--- src/rtl/ifu_fetch.sv ---
`default_nettype none
// ============================================================================
// Module   : ifu_fetch
// Purpose  : Instruction fetch unit. It holds the program counter and fetches
//            one 32-bit word from instruction memory over a req/valid
//            handshake. It presents the word to the IDU with Fetch_ready, then
//            waits for decode (IDU_ready) and CU retirement (cu_done). After
//            that it advances the PC by the decoded increment or by a CU
//            redirect.
// Ports    : soc_clk, reset (async, active-low)
//            mem_req/mem_addr/mem_rdata/mem_valid   - instruction memory
//            instruction/Fetch_ready/pc             - to the IDU
//            IDU_ready/pc_increment/invalid_instruction - from the IDU
//            cu_done/redirect_valid/redirect_pc     - from the CU
//            halted/error_code                      - status
// Revision : 1.0 - initial release
// ============================================================================
module ifu_fetch #(
  parameter logic [31:0] RESET_PC    = 32'h0000_0000,
  parameter int unsigned MEM_TIMEOUT = 15
) (
  input  logic        soc_clk,
  input  logic        reset,
  output logic        mem_req,
  output logic [31:0] mem_addr,
  input  logic [31:0] mem_rdata,
  input  logic        mem_valid,
  output logic [31:0] instruction,
  output logic        Fetch_ready,
  output logic [31:0] pc,
  input  logic        IDU_ready,
  input  logic [31:0] pc_increment,
  input  logic        invalid_instruction,
  input  logic        cu_done,
  input  logic        redirect_valid,
  input  logic [31:0] redirect_pc,
  output logic        halted,
  output logic [1:0]  error_code
);

  typedef enum logic [2:0] {
    S_IDLE    = 3'd0,
    S_FETCH   = 3'd1,
    S_WAIT    = 3'd2,
    S_PRESENT = 3'd3,
    S_EXEC    = 3'd4,
    S_HALT    = 3'd5
  } state_t;

  localparam logic [1:0] ERR_NONE    = 2'b00;
  localparam logic [1:0] ERR_TIMEOUT = 2'b01;
  localparam logic [1:0] ERR_MISALGN = 2'b10;
  localparam logic [1:0] ERR_ILLEGAL = 2'b11;

  // Last WAIT cycle that may still accept data. If no mem_valid arrives in
  // that cycle, the count would reach MEM_TIMEOUT and the fetch is abandoned.
  localparam logic [7:0] TIMEOUT_LAST = 8'(MEM_TIMEOUT - 1);

  state_t      state_q, state_d;
  logic [31:0] pc_q, pc_d;
  logic [31:0] instr_q, instr_d;
  logic [31:0] inc_q, inc_d;
  logic [7:0]  cnt_q, cnt_d;
  logic [1:0]  err_q, err_d;
  logic        mem_req_q;
  logic        fetch_ready_q;
  logic        halted_q;

  // Next-state and datapath logic
  always_comb begin
    state_d = state_q;
    pc_d    = pc_q;
    instr_d = instr_q;
    inc_d   = inc_q;
    cnt_d   = cnt_q;
    err_d   = err_q;

    case (state_q)
      S_IDLE: begin
        state_d = S_FETCH;
      end

      S_FETCH: begin
        cnt_d = 8'd0;
        if (pc_q[1:0] != 2'b00) begin
          state_d = S_HALT;
          err_d   = ERR_MISALGN;
        end else begin
          state_d = S_WAIT;
        end
      end

      S_WAIT: begin
        // Data wins over the timeout in the same cycle.
        if (mem_valid) begin
          instr_d = mem_rdata;
          state_d = S_PRESENT;
        end else if (cnt_q == TIMEOUT_LAST) begin
          state_d = S_HALT;
          err_d   = ERR_TIMEOUT;
        end else begin
          cnt_d = cnt_q + 8'd1;
        end
      end

      S_PRESENT: begin
        if (IDU_ready) begin
          if (invalid_instruction) begin
            state_d = S_HALT;
            err_d   = ERR_ILLEGAL;
          end else begin
            inc_d   = pc_increment;
            state_d = S_EXEC;
          end
        end
      end

      S_EXEC: begin
        if (cu_done) begin
          // Bit 0 of a redirect target is always cleared. Bit 1 is kept, so a
          // half-word target is caught as misaligned in the next FETCH.
          if (redirect_valid) pc_d = redirect_pc & ~32'h1;
          else                pc_d = pc_q + inc_q;
          state_d = S_FETCH;
        end
      end

      S_HALT: begin
        state_d = S_HALT;
      end

      default: begin
        state_d = S_IDLE;
      end
    endcase
  end

  // State and output registers. The outputs are decoded from the next
  // state, so they line up with the state that the register is entering.
  always_ff @(posedge soc_clk or negedge reset) begin
    if (!reset) begin
      state_q       <= S_IDLE;
      pc_q          <= RESET_PC;
      instr_q       <= 32'h0;
      inc_q         <= 32'd4;
      cnt_q         <= 8'd0;
      err_q         <= ERR_NONE;
      mem_req_q     <= 1'b0;
      fetch_ready_q <= 1'b0;
      halted_q      <= 1'b0;
    end else begin
      state_q       <= state_d;
      pc_q          <= pc_d;
      instr_q       <= instr_d;
      inc_q         <= inc_d;
      cnt_q         <= cnt_d;
      err_q         <= err_d;
      mem_req_q     <= (state_d == S_FETCH) || (state_d == S_WAIT);
      fetch_ready_q <= (state_d == S_PRESENT) || (state_d == S_EXEC);
      halted_q      <= (state_d == S_HALT);
    end
  end

  assign mem_req     = mem_req_q;
  assign mem_addr    = pc_q;
  assign pc          = pc_q;
  assign instruction = instr_q;
  assign Fetch_ready = fetch_ready_q;
  assign halted      = halted_q;
  assign error_code  = err_q;

endmodule
`default_nettype wire

--- config.mk ---
export PLATFORM = sky130hd
export DESIGN_NAME = ifu_fetch
export DESIGN_NICKNAME = d
export VERILOG_FILES = /design/src/rtl/ifu_fetch.sv
export SDC_FILE = /design/constraint.sdc
export NUM_CORES = 1
export LEC_CHECK = 0
export ABC_AREA = 0
export CAP_MARGIN = 30
export CORE_MARGIN = 3
export CORE_UTILIZATION = 50
export CTS_CLUSTER_SIZE = 14
export DETAILED_ROUTE_END_ITERATION = 8
export DONT_BUFFER_PORTS = 1
export PLACE_DENSITY = 0.77
export SLEW_MARGIN = 0
export SYNTH_ARGS = -nofsm -noshare
export SYNTH_HDL_FRONTEND = slang
export SYNTH_SLANG_ARGS = --single-unit
--- constraint.sdc ---
create_clock -name soc_clk -period 3.05 [get_ports soc_clk]
set_input_delay 0.1525 -clock soc_clk [delete_from_list [all_inputs] [get_ports soc_clk]]
set_output_delay 0.1525 -clock soc_clk [all_outputs]
set_load 0.05 [all_outputs]
==> key figures <==
Status
  • Status: completed

Clock network
  • Total CTS buffers: 9
  • CTS tree: yes
  • Clk pin slew, worst setup/hold paths: 0.08 ns
  • CTS H-tree lvls: 3
  • Clock Sinks: 112
  • Clk buf depth: 2
  • Clk root buf: clkbuf_16
  • Clock Latency Late Sink: 0.35 ns

Detailed routing
  • Starting DRT DRC Count: 261
  • DRT Wirelength: 15970 um
  • Via count: about 4800
  • Vias/cell: approximately 5.6
  • DRC: 0
  • Wire per inst: between 15 and 20 um
  • Post-route antenna net violation count: 0
  • Pre-antenna DRT Iters: 4

Layout
  • Area Overhead vs Synth: 19.37%
  • Nets: between 800 and 900
  • Layout cells sized above 1: about a fifth
  • Post-layout util: 62.37%
  • N_diodes: 0
  • Fill cells: a little under 1000

Die
  • Std cell rows: 40
  • Die height: about 120 um
  • Total die area: 0.01426 mm2
  • Die W: 119.4 um
  • Core Area: approximately 0.012 mm2
  • Io pins: 204
  • Initial Util: 52.25%

Job
  • Total of max-cap violations: 0

Logic synthesis
  • Cell count after synthesis: ~630
  • Register area share after synthesis: 43.59%
  • FF+latch count, synth: 112
  • Synth warn: 0
  • Netlist cell types: 55
  • Post-synth EDFFs: 0
  • Async S/R FF share, synth: 100.0%
  • Cell area after synthesis: around 0.0064 mm2
  • Main flop type after synthesis: dfrtp_1
  • Post-Syn Nets: around 770
  • Mean post-synth cell area: 10.19 um2

Timing
  • Unrepaired setup endpoints after global routing: no
  • Final Hold Viols: 0
  • Clk_skew: around 0.012 ns
  • Worst-margin pin slew: between 0.6 and 0.7 ns
  • Crit share post-route: 95.10%
  • F_max: between 0.3 and 0.4 GHz
  • Max-slew violations: 0
  • Total negative slack: 0 ns
  • Setup violators final: 0
  • Slew HR: about 56%
  • Min cycle time layout: slightly below 3 ns

Critical path
  • Crit Path Max Fanout: 5
  • Critical path launch point type: flop
  • Cell family with most CP delay: compound AO/OA/AOI/OAI gates
  • Crit Path Category: reg2reg
  • Crit path cell chain: ha_1 > fa_1 > a21oi_1 > o221a_4 > nor4_4 > o21ai_2 > a21oi_2 > a41oi_4 > o31ai_2 > a21oi_1 > xnor2_1 > a2bb2oi_2
  • Crit-path slowest cell: fa_1
  • Largest stage delay, worst path: ~0.42 ns
  • Buf+Inv Stages, Crit Path: 0
  • WP data required: between 3 and 4 ns
  • CP endpoint kind: flop
  • Critical Path AT: roughly 3.2 ns
  • Most frequent CP cell: a21oi_1

Global routing
  • Gr usage total: 22.97%
  • Grt ovf: 0
  • Antenna violations before repair: 2
  • Largest net degree at the start of global routing: between 100 and 150
  • Vias in the first global route: a little over 5000
  • First-pass GRT wire length: roughly 26000 um

Place
  • Port bufs: 0
  • Gp weighted congestion: 0.8601
  • Post-DP HPWL: 10950 um

Min path
  • Hold Crit Class: in2reg
==> worst reg2reg max path: stages (launching register included) <==
cell and delay (ns):
dfrtp_1 0.38, ha_1 0.22, fa_1 0.42, a21oi_1 0.27, o221a_4 0.27, nor4_4 0.06
o21ai_2 0.20, a21oi_2 0.11, a41oi_4 0.32, o31ai_2 0.11, a21oi_1 0.18, xnor2_1 0.16
a2bb2oi_2 0.13
==> flip-flops by register name, indices dropped and copies added (netlist names) <==
name and flops:
Fetch_ready 1, cnt_q 8, error_code 2, halted 1, inc_q 32, instruction 32
mem_addr 32, mem_req 1, state_q 3
==> stage by stage <==
| step | hold WS [ns] | setup slack, ns | std cells | area, um2 |
|---|---|---|---|---|
| 2_1_floorplan | -0.1431 | 0.1269 | 631 | 6432 |
| 3_3_place_gp | -0.1405 | 0.1437 | 775 | 6583 |
| 3_5_place_dp | -0.1397 | 0.1295 | 775 | 6583 |
| 4_1_cts | 0.0006161 | 0.1103 | 869 | 7667 |
| 5_1_grt | 0.002454 | 0.0006175 | 869 | 7679 |
| 6_report | 0.01275 | 0.1494 | 869 | 7679 |
==> layout by cell type (no fill, tap or decap), drive strengths merged, types with 7 or more instances in the layout <==
cell and count:
xor2 19, a21oi 57, dfrtp 111, mux2i 9, dlygate4sd3 77, and3 10
ha 33, nor2 48, nand3 15, buf 38, inv 15, mux2 66
a21o 15, o21ai 49, nand2 48, nor3 7, xnor2 15, clkbuf 11
==> metal layers <==
| layer | GRT usage [%] | wire length (um) | up-vias |
|---|---|---|---|
| met5 | 0 | 21 | - |
| met4 | 4.223 | 89 | 4 |
| met3 | 9.592 | 1509 | 10 |
| met2 | 40.16 | 7959 | 194 |
| met1 | 26.62 | 6395 | 2315 |
| li1 | - | - | 2323 |
==> area by class of cell <==
cell class                      instances  area (um2)  share of cell area (%)
Tap cell                              168       210.2                   2.738
Timing Repair Buffer                  115        1076                   14.01
Clock inverter                          5       43.79                  0.5703
Inverter                               12       45.04                  0.5866
Multi-Input combinational cell        446        3257                   42.41
Clock buffer                           11       242.7                   3.161
Sequential cell                       112        2804                   36.52
==> Yosys cell counts, types with 2 or more instances <==
| master | n | share of area [%] |
|---|---|---|
| o22ai_1 | 2 | 0.19 |
| a21oi_2 | 2 | 0.27 |
| nand4_1 | 4 | 0.39 |
| and3_1 | 10 | 0.97 |
| xnor2_1 | 15 | 2.0 |
| nand2b_1 | 4 | 0.39 |
| nor3_2 | 2 | 0.31 |
| a21o_1 | 15 | 1.8 |
| nand4b_1 | 2 | 0.27 |
| o21ai_1 | 16 | 1.2 |
| o21a_1 | 3 | 0.35 |
| clkbuf_1 | 28 | 1.6 |
| buf_4 | 32 | 3.7 |
| o31ai_1 | 2 | 0.23 |
| nor3_1 | 5 | 0.39 |
| and2_1 | 3 | 0.29 |
| nor2b_1 | 5 | 0.49 |
| mux2i_1 | 9 | 1.4 |
| o21ai_0 | 31 | 2.4 |
| nor2_1 | 48 | 2.8 |
| a211oi_2 | 4 | 0.78 |
| a31oi_1 | 5 | 0.49 |
| inv_1 | 11 | 0.64 |
| ha_1 | 33 | 6.4 |
| nor4_1 | 2 | 0.19 |
| mux2_2 | 66 | 12 |
| dfrtp_1 | 111 | 43 |
| xor2_1 | 19 | 2.6 |
| a21oi_1 | 55 | 4.3 |
| nand3_1 | 14 | 1.1 |
| nand2_1 | 48 | 2.8 |
| o21ai_2 | 2 | 0.27 |
==> what timing repair did <==
item	CTS	global route
resized for setup	0	1
setup endpoints to repair	0	4
setup buffers	0	0
hold buffers	78	0
endpoints found under the hold margin	190	0
==> cells by family (layout without fill, tap and decap cells) <==
family                   after synthesis  count (layout)  share of synthesized area [%]
AO/OA/AOI/OAI                        148             148                          14.34
flip-flops                           112             112                          43.59
AND/OR/NAND/NOR                      155             155                          11.61
XOR/XNOR                              34              34                          4.630
adder cells (fa/ha/maj)               34              34                          6.730
buffers and inverters                 73             143                          6.147
multiplexers                          75              75                          12.95
==> worst paths after layout <==
check | to | slack [ns] | cells after the start | startpoint
max | mem_addr[30]$_DFFE_PN0P_ | 0.15 | 12 | mem_addr[0]$_DFFE_PN0P_
min | cnt_q[1]$_DFFE_PN0P_ | 0.01 | 2 | mem_valid
max reg2reg | mem_addr[30]$_DFFE_PN0P_ | 0.15 | 12 | mem_addr[0]$_DFFE_PN0P_
min reg2reg | inc_q[25]$_DFFE_PN0P_ | 0.52 | 1 | inc_q[25]$_DFFE_PN0P_
max in group asynchronous | mem_addr[28]$_DFFE_PN0P_ | 2.18 | 2 | reset
min in group asynchronous | mem_addr[7]$_DFFE_PN0P_ | 0.36 | 2 | reset
Power is left out: the tool's default activity adds up to more than one toggle a clock period on the data nets, which glitch-free logic cannot reach.
